**src/rtl/ili_pkg.sv**
```systemverilog
// ============================================================================
// ili_pkg : shared types and constants for the ILI9341 frame scheduler
// Rev 1.0 : initial release
// ============================================================================
`default_nettype none

package ili_pkg;

    localparam int c_pixel_size   = 16;
    localparam int c_src_w        = 80;
    localparam int c_src_h        = 80;
    localparam int c_scale        = 3;
    localparam int c_n_img        = 5;
    localparam int c_img_pixels   = c_src_w * c_src_h;
    localparam int c_frame_pixels = (c_src_w * c_scale) * (c_src_h * c_scale);

    localparam logic [15:0] c_rgb_black = 16'h0000;
    localparam logic [15:0] c_rgb_white = 16'hFFFF;
    localparam logic [15:0] c_rgb_red   = 16'hF800;
    localparam logic [15:0] c_rgb_green = 16'h07E0;
    localparam logic [15:0] c_rgb_blue  = 16'h001F;

    typedef enum logic [2:0] {
        c_st_idle    = 3'd0,
        c_st_load    = 3'd1,
        c_st_fetch   = 3'd2,
        c_st_wait    = 3'd3,
        c_st_present = 3'd4,
        c_st_done    = 3'd5
    } state_t;

    // Counter width for a count that runs 0..n-1, never narrower than one bit.
    function automatic int ctr_w(input int n);
        return (n > 1) ? $clog2(n) : 1;
    endfunction

endpackage

`default_nettype wire

```
**src/rtl/ili_scale_addr_gen.sv**
```systemverilog
// ============================================================================
// ili_scale_addr_gen : column/row and horizontal/vertical replay counters
// Rev 1.0 : initial release
// ============================================================================
`default_nettype none

module ili_scale_addr_gen
    import ili_pkg::*;
#(
    parameter int SRC_W  = c_src_w,
    parameter int SRC_H  = c_src_h,
    parameter int SCALE  = c_scale,
    parameter int ADDR_W = 15
) (
    input  logic              clk,
    input  logic              rst,
    input  logic              start,
    input  logic [ADDR_W-1:0] base,
    input  logic              advance,
    output logic [ADDR_W-1:0] addr,
    output logic              need_fetch,
    output logic              last
);

    localparam int c_col_w = ctr_w(SRC_W);
    localparam int c_row_w = ctr_w(SRC_H);
    localparam int c_rep_w = ctr_w(SCALE);

    localparam logic [c_col_w-1:0] c_col_max = c_col_w'(SRC_W - 1);
    localparam logic [c_row_w-1:0] c_row_max = c_row_w'(SRC_H - 1);
    localparam logic [c_rep_w-1:0] c_rep_max = c_rep_w'(SCALE - 1);
    localparam logic [ADDR_W-1:0]  c_row_len = ADDR_W'(SRC_W);

    logic [c_col_w-1:0] r_col;
    logic [c_row_w-1:0] r_row;
    logic [c_rep_w-1:0] r_hrep;
    logic [c_rep_w-1:0] r_vrep;
    logic [ADDR_W-1:0]  r_row_base;
    logic [ADDR_W-1:0]  r_addr;

    logic w_hrep_end;
    logic w_col_end;
    logic w_vrep_end;
    logic w_row_end;

    assign w_hrep_end = (r_hrep == c_rep_max);
    assign w_col_end  = (r_col  == c_col_max);
    assign w_vrep_end = (r_vrep == c_rep_max);
    assign w_row_end  = (r_row  == c_row_max);

    assign last       = w_hrep_end && w_col_end && w_vrep_end && w_row_end;
    assign need_fetch = w_hrep_end && !last;
    assign addr       = r_addr;

    // r_addr always equals r_row_base + r_col, kept as its own register so the
    // ROM address is valid in the very cycle the FSM enters FETCH.
    always_ff @(posedge clk or negedge rst) begin
        if (!rst) begin
            r_col      <= '0;
            r_row      <= '0;
            r_hrep     <= '0;
            r_vrep     <= '0;
            r_row_base <= '0;
            r_addr     <= '0;
        end else if (start) begin
            r_col      <= '0;
            r_row      <= '0;
            r_hrep     <= '0;
            r_vrep     <= '0;
            r_row_base <= base;
            r_addr     <= base;
        end else if (advance) begin
            if (!w_hrep_end) begin
                r_hrep <= r_hrep + 1'b1;
            end else begin
                r_hrep <= '0;
                if (!w_col_end) begin
                    r_col  <= r_col + 1'b1;
                    r_addr <= r_addr + 1'b1;
                end else begin
                    r_col <= '0;
                    if (!w_vrep_end) begin
                        r_vrep <= r_vrep + 1'b1;
                        r_addr <= r_row_base;
                    end else if (!w_row_end) begin
                        r_vrep     <= '0;
                        r_row      <= r_row + 1'b1;
                        r_row_base <= r_row_base + c_row_len;
                        r_addr     <= r_row_base + c_row_len;
                    end
                end
            end
        end
    end

endmodule

`default_nettype wire

```
**src/rtl/ili_frame_scheduler.sv**
```systemverilog
// ============================================================================
// ili_frame_scheduler : arbitrates redraw requests and streams upscaled frames
// Rev 1.0 : initial release
// ============================================================================
`default_nettype none

module ili_frame_scheduler
    import ili_pkg::*;
#(
    parameter int PIXEL_SIZE = c_pixel_size,
    parameter int SRC_W      = c_src_w,
    parameter int SRC_H      = c_src_h,
    parameter int SCALE      = c_scale,
    parameter int N_IMG      = c_n_img,
    parameter int ADDR_W     = $clog2(N_IMG * SRC_W * SRC_H)
) (
    input  logic                  clk,
    input  logic                  rst,
    input  logic                  sel_req,
    input  logic [2:0]            sel_id,
    input  logic                  refresh_tick,
    output logic [ADDR_W-1:0]     rom_addr,
    input  logic [PIXEL_SIZE-1:0] rom_data,
    output logic                  pix_valid,
    input  logic                  pix_ready,
    output logic [PIXEL_SIZE-1:0] pix_data,
    output logic                  pix_last,
    output logic                  frame_start,
    output logic                  frame_done,
    output logic                  busy,
    output logic [2:0]            cur_img
);

    localparam logic [3:0]        c_n_img_v  = 4'(N_IMG);
    localparam logic [ADDR_W-1:0] c_img_size = ADDR_W'(SRC_W * SRC_H);

    state_t                r_state;
    state_t                w_next;
    logic                  r_pending;
    logic [2:0]            r_pend_id;
    logic [2:0]            r_load_id;
    logic [2:0]            r_cur_img;
    logic [PIXEL_SIZE-1:0] r_pix_data;

    logic                  w_sel_ok;
    logic                  w_consume;
    logic                  w_start;
    logic                  w_advance;
    logic                  w_need_fetch;
    logic                  w_last;
    logic [ADDR_W-1:0]     w_base;
    logic [ADDR_W-1:0]     w_addr;

    assign w_sel_ok = sel_req && ({1'b0, sel_id} < c_n_img_v);
    assign w_base   = ADDR_W'(r_load_id) * c_img_size;

    // A new request outranks the IDLE consume, so nothing arriving in that
    // cycle is lost; a tick only fills an empty (or just-emptied) slot.
    always_ff @(posedge clk or negedge rst) begin
        if (!rst) begin
            r_pending <= 1'b0;
            r_pend_id <= '0;
            r_load_id <= '0;
        end else begin
            if (w_sel_ok) begin
                r_pending <= 1'b1;
                r_pend_id <= sel_id;
            end else if (refresh_tick && (!r_pending || w_consume)) begin
                r_pending <= 1'b1;
                r_pend_id <= r_cur_img;
            end else if (w_consume) begin
                r_pending <= 1'b0;
            end
            if (w_consume) begin
                r_load_id <= r_pend_id;
            end
        end
    end

    always_ff @(posedge clk or negedge rst) begin
        if (!rst) begin
            r_cur_img  <= '0;
            r_pix_data <= '0;
        end else begin
            if (r_state == c_st_load) begin
                r_cur_img <= r_load_id;
            end
            if (r_state == c_st_wait) begin
                r_pix_data <= rom_data;
            end
        end
    end

    always_ff @(posedge clk or negedge rst) begin
        if (!rst) begin
            r_state <= c_st_idle;
        end else begin
            r_state <= w_next;
        end
    end

    always_comb begin
        w_next = r_state;
        case (r_state)
            c_st_idle:    if (r_pending) w_next = c_st_load;
            c_st_load:    w_next = c_st_fetch;
            c_st_fetch:   w_next = c_st_wait;
            c_st_wait:    w_next = c_st_present;
            c_st_present: begin
                if (pix_ready) begin
                    if (w_last) begin
                        w_next = c_st_done;
                    end else if (w_need_fetch) begin
                        w_next = c_st_fetch;
                    end
                end
            end
            c_st_done:    w_next = c_st_idle;
            default:      w_next = c_st_idle;
        endcase
    end

    always_comb begin
        frame_start = 1'b0;
        frame_done  = 1'b0;
        busy        = 1'b0;
        pix_valid   = 1'b0;
        w_start     = 1'b0;
        w_advance   = 1'b0;
        w_consume   = 1'b0;
        case (r_state)
            c_st_idle:    w_consume = r_pending;
            c_st_load: begin
                frame_start = 1'b1;
                busy        = 1'b1;
                w_start     = 1'b1;
            end
            c_st_fetch,
            c_st_wait:    busy = 1'b1;
            c_st_present: begin
                busy      = 1'b1;
                pix_valid = 1'b1;
                w_advance = pix_ready;
            end
            c_st_done:    frame_done = 1'b1;
            default:      ;
        endcase
    end

    assign pix_data = r_pix_data;
    assign pix_last = pix_valid && w_last;
    assign rom_addr = w_addr;
    assign cur_img  = r_cur_img;

    ili_scale_addr_gen #(
        .SRC_W  (SRC_W),
        .SRC_H  (SRC_H),
        .SCALE  (SCALE),
        .ADDR_W (ADDR_W)
    ) u_addr_gen (
        .clk        (clk),
        .rst        (rst),
        .start      (w_start),
        .base       (w_base),
        .advance    (w_advance),
        .addr       (w_addr),
        .need_fetch (w_need_fetch),
        .last       (w_last)
    );

endmodule

`default_nettype wire
```
**config.mk**
```make
export PLATFORM = sky130hd
export DESIGN_NAME = ili_frame_scheduler
export DESIGN_NICKNAME = d
export VERILOG_FILES = /design/src/rtl/ili_pkg.sv /design/src/rtl/ili_scale_addr_gen.sv /design/src/rtl/ili_frame_scheduler.sv
export SDC_FILE = /design/constraint.sdc
export NUM_CORES = 1
export LEC_CHECK = 0
export ABC_AREA = 1
export CAP_MARGIN = 25
export CORE_MARGIN = 2
export CORE_UTILIZATION = 46
export CTS_CLUSTER_SIZE = 40
export DETAILED_ROUTE_END_ITERATION = 8
export GPL_ROUTABILITY_DRIVEN = 0
export PLACE_DENSITY = 0.7
export SETUP_SLACK_MARGIN = 0.05
export SYNTH_ARGS = -nofsm -noshare
export SYNTH_HDL_FRONTEND = slang
export SYNTH_SLANG_ARGS = --single-unit
```
**constraint.sdc**
```tcl
create_clock -name clk -period 5.2 [get_ports clk]
set_input_delay 1.04 -clock clk [delete_from_list [all_inputs] [get_ports clk]]
set_output_delay 1.04 -clock clk [all_outputs]
set_load 0.01 [all_outputs]
```
# ---- Word-level counts from Yosys, hierarchy flattened
# Cells that the tools add are included.
dict set report op_classes {
  addsub 6
  mul 1
  order_cmp 1
  n_eq_ne 15
  muxes 46
  n_reduce_logical 23
}
# op count
set ops {}
lappend ops {{two-way mux 15 bit} 11}
lappend ops {{two-way mux 7 bit} 10}
lappend ops {{two-way mux 2 bit} 9}
lappend ops {{two-way mux 3 bit} 6}
lappend ops {{adder 15 x 1 -> 15 bit (second input constant)} 1}
lappend ops {{adder 15 x 7 -> 15 bit (second input constant)} 1}
lappend ops {{case mux 3 bit (5 select lines)} 1}
lappend ops {{adder 7 x 1 -> 7 bit (second input constant)} 2}
lappend ops {{== test 7 bit (second input constant)} 2}
lappend ops {{nonzero test 2 bit} 5}
lappend ops {{two-way mux 1 bit} 9}
lappend ops {{logical AND 1 bit} 7}
lappend ops {{multiplier 3 x 5 -> 7 bit (second input constant)} 1}
lappend ops {{== test 3 x 2 -> 1 bit (second input constant)} 2}
lappend ops {{== test 3 bit (second input constant)} 2}
lappend ops {{!= test 2 bit (second input constant)} 3}
lappend ops {{AND reduction 3 bit} 2}
lappend ops {{AND reduction 5 bit} 1}
lappend ops {{adder 2 x 1 -> 2 bit (second input constant)} 2}
lappend ops {{== test 2 bit (second input constant)} 2}
lappend ops {{!= test 4 bit (second input constant)} 1}
lappend ops {{AND reduction 4 bit} 1}
lappend ops {{OR reduction 4 bit} 1}
lappend ops {{== test 3 x 1 -> 1 bit (second input constant)} 1}
lappend ops {{8 further kinds} 9}
dict set report totals {
  regBits 77
  input_bits 24
  word_cells 104
}

# ---- Depth between registers and ports, before layout
dict set report logic_depth {
  depth_word 10
  mapped_depth 12
  mapped_depth_nobuf 11
}

# ---- By module
# Synthesis repeated with hierarchy kept, for this count alone.
dict set report unflattened {
  cells_unflattened 630
  hier_area_um2 4585.6
}
# module instances cells_each area_each_um2
set by_module_without_submodules {}
lappend by_module_without_submodules {ili_scale_addr_gen 1 468 3211.8}
lappend by_module_without_submodules {ili_frame_scheduler 1 162 1373.8}

# ---- Worst setup path before layout
# Ideal clock, no wire load.
dict set report synth_path {
  path_kind {register -> output}
  from {register u_addr_gen.r_col[0]}
  to {output pix_last}
  arrival_time_ns 1.375
  required_ns 4.160
  setup_slack_ns 2.785
  path_stages_with_launch 8
  path_buffers 0
  cell_sequence {dfrtp_1 ha_1 nand3_2 nor2_2 nand2_1 nor3_1 nand2_1 inv_1}
}
dict set report synth_via {
  elab_chain_len 5
}
# item line_no
set synth_lines {}
lappend synth_lines {{start: declaration} ili_scale_addr_gen.sv:34} ;# logic [c_col_w-1:0] r_col;
lappend synth_lines {{start signal: assignment} ili_scale_addr_gen.sv:78} ;# r_col <= r_col + 1'b1;
lappend synth_lines {{== test 7 bit} ili_scale_addr_gen.sv:47} ;# assign w_col_end = (r_col == c_col_max);
lappend synth_lines {{logical AND 1 bit (3 in series)} ili_scale_addr_gen.sv:51} ;# assign last = w_hrep_end && w_col_end && w_vrep_end && w_row_end;
lappend synth_lines {{logical AND 1 bit} ili_frame_scheduler.sv:151} ;# assign pix_last = pix_valid && w_last;
lappend synth_lines {{end: declaration} ili_frame_scheduler.sv:27} ;# output logic pix_last,
# No other way between the ends.

# ---- Worst setup path after layout
dict set report layout_path {
  from {register u_addr_gen.r_vrep[0]}
  to {output pix_last}
}
dict set report layout_via {
  elab_chain_len 4
}
# item line_no
set layout_lines {}
lappend layout_lines {{start: declaration} ili_scale_addr_gen.sv:37} ;# logic [c_rep_w-1:0] r_vrep;
lappend layout_lines {{start signal: assignment} ili_scale_addr_gen.sv:83} ;# r_vrep <= r_vrep + 1'b1;
lappend layout_lines {{== test 2 bit} ili_scale_addr_gen.sv:48} ;# assign w_vrep_end = (r_vrep == c_rep_max);
lappend layout_lines {{logical AND 1 bit (2 in series)} ili_scale_addr_gen.sv:51}
lappend layout_lines {{logical AND 1 bit} ili_frame_scheduler.sv:151}
# No other way between the ends.

==> flow_summary.ini <==
[status]
status = finished, final reports clean

[route]
wl_met1_mm = 4.48
route.met3.wl_um = 503
wl_mm = 9.70
met2_wirelength_mm = 4.61
drtPass1Iterations = 6
detail_route.wl_per_cell_um = 13.8
top_layer_used = met4
vias = 3755
postRouteAntennaNets = 0
drcViolationCount = 0
avgViaCountPerCell = 5.35
drtIter0Drc = 229

[clocking]
cts.sinks = 73
post_cts_resized = 0
clk_pin_slew_worst_paths_ns = 0.08
cts-root-buf = clkbuf_8
htreeDepth = 3
ctsHoldBuffers = 0
worstSkewPairLatency_ns = 0.36
cts.path.max_buffers = 2
post-cts-setup-buffers = 0
cts-buffers-inserted = 9
cts_tree = built

[global_routing]
grt_pass1_vias = 3612
grt_max_degree = 56
antenna_found_initial = 0
grt_overflow_total = 0
grt_usage_pct = 20.9
grt_pass1_wl_mm = 16.6

[logic_synthesis]
syn_nets = 556
yosysSeqAreaShare_pct = 44.4
synth_area_per_cell_um2 = 7.84
synth_top_area_share_pct = 44.4
ys_top_cells_by_area = dfrtp_1 44%, nand2_1 12%, nand3_1 6.0%
synth_top_area_cell = dfrtp_1
netlist_area_um2 = 4120
synth_cell_types = 36
ys_seq_elements = 73
yosysWarnings = 0
synthCells = 525

[placement]
dp_hpwl_mm = 7.09
port_buffers = 62
post-place-ws_ns = 2.00

[setup_path]
worstPathArrival_ns = 2.54
crit_type = flop to output port
cp_max_fo = 13
cp-end-kind = output port
crit_required_ns = 4.16
startpoint_type = flop

[floorplan]
die_area_um2 = 9720
start_util_pct = 47.2
die_w_um = 98.6
coreArea_um2 = 8720
fp.dieH_um = 98.6
rows = 34
io-pin-count = 63

[layout]
n_antenna_cell = 0
area_growth_pct = 23.0
drive_gt1_share_pct = 10.6
nets = 620

[sta]
setup_viol = 0
final-hold-violation-count = 0
slew_viol_final = 0
tightest_slew_ns = 0.780
fin_crit_sh_pct = 68.9
setup_ws_ns = 1.62
rsz0062_at_grt = false
fin_setup_tns_ns = 0
fmax_ghz = 0.279
timing.final.crit_period_ns = 3.58
skew_ns = 0.0116
relSlewSlack_pct = 47.9

[flow_run]
drv_cap = 0

[power_and_ir_drop]
total_power_mw = 2.74
irDropWorstVdd_uv = 307
p_leak_nw = 2.31
p_per_area_nw_per_um2 = 541

[worst_hold_path]
hp-class = flop to flop
## registers in the layout, summed over array words and instances (netlist names), 3 cells and up
name and count:
pix_data 16, u_addr_gen.addr 15, u_addr_gen.r_row_base 11, u_addr_gen.r_col 7, u_addr_gen.r_row 7, cur_img 3
r_load_id 3, r_pend_id 3, r_state 3
## where the power goes
part | switching [mW] | leakage [nW] | internal (mW)
combinational | 0.696 | 1.28 | 0.535
sequential | 0.177 | 0.912 | 0.782
clock | 0.226 | 0.117 | 0.321
total | 1.10 | 2.31 | 1.64
## per-stage QoR
stage               cell area [um^2]  utilization (%)  cells  hold slack [ns]
floorplan                       4120                -    525            0.474
global placement                4820             55.3    686            0.488
detailed placement              4820             55.3    686            0.495
CTS                             5060             58.1    702            0.514
global route                    5060             58.1    702            0.520
finish                          5060             58.1    702            0.511
## final timing paths
path / start / endpoint / slack, ns / cells after the start
min in group asynchronous: rst / u_addr_gen.addr[1] / 0.62 / 1
setup / recovery: u_addr_gen.r_vrep[0] / pix_last / 1.62 / 8
setup reg to reg: r_state[0] / u_addr_gen.r_row[4] / 3.05 / 9
hold reg to reg: pix_data[5] / pix_data[5] / 0.51 / 1
hold / removal: pix_data[5] / pix_data[5] / 0.51 / 1
max in group asynchronous: rst / u_addr_gen.r_row_base[8] / 3.52 / 2
## kinds of logic (layout without fill, tap and decap cells)
logic type | after synthesis | count (layout) | share of synthesized area [%]
and+or+nand+nor | 275 | 275 | 30.0
AOI/OAI and AO/OA | 78 | 78 | 10.4
DFF | 73 | 73 | 44.4
buffers and inverters | 66 | 135 | 6.56
muxes | 17 | 17 | 4.65
xor gates and xnor gates | 9 | 9 | 1.91
adders and majority gates | 7 | 7 | 2.13
## routing by layer
| metal | track usage (%) | vias up |
|---|---|---|
| met5 | 0 | - |
| met4 | 5.06 | 0 |
| met3 | 4.96 | 15 |
| met2 | 34.6 | 111 |
| met1 | 27.8 | 1761 |
| li1 | - | 1868 |
## worst max-delay path, stage by stage (launching register included)
cell	delay, ns
dfrtp_1	0.39
inv_1	0.09
nand2_1	0.25
inv_1	0.38
nand2_1	0.12
nor3_1	0.22
nand2_1	0.13
inv_1	0.09
clkdlybuf4s50_1	0.54
## Yosys cell counts
library cell / instances
o21a_1: 1
nor3b_2: 2
o22ai_1: 1
xor2_1: 6
inv_2: 7
a21oi_2: 1
xnor2_1: 3
a22oi_1: 1
nor2_1: 53
clkbuf_1: 4
nand3_1: 49
or2_2: 1
buf_2: 5
ha_1: 7
a31oi_1: 9
o31ai_1: 3
nor2_2: 3
nand2_2: 3
nand2_1: 132
mux2_2: 17
o21ai_1: 2
nand4_1: 7
buf_6: 2
clkinv_2: 1
nand3_2: 3
o211ai_1: 1
dfrtp_1: 73
a21boi_0: 2
nor3_1: 14
o21ai_0: 33
nand3b_1: 1
inv_1: 47
nor3_2: 2
a21oi_1: 24
nor2_4: 3
nand2_4: 2
## final cells by class
class                           count  area [um^2]
Fill cell                         803         3660
Multi-Input combinational cell    386         2020
Sequential cell                    73         1830
Timing Repair Buffer               64          631
Inverter                           55          208
Tap cell                          108          135
Clock buffer                       10          128
Clock inverter                      6          115
## layout by cell type, fill, tap and decap left out, types with 9 or more instances in the layout
master / Yosys / final
clkbuf_8: 0 / 9
dfrtp_1: 73 / 73
o21ai_0: 33 / 33
a31oi_1: 9 / 9
a21oi_1: 24 / 24
clkdlybuf4s50_1: 0 / 61
nor3_1: 14 / 14
nor2_1: 53 / 53
mux2_2: 17 / 17
inv_1: 47 / 47
nand3_1: 49 / 49
nand2_1: 132 / 132
Power figures use the tool's default switching activity.
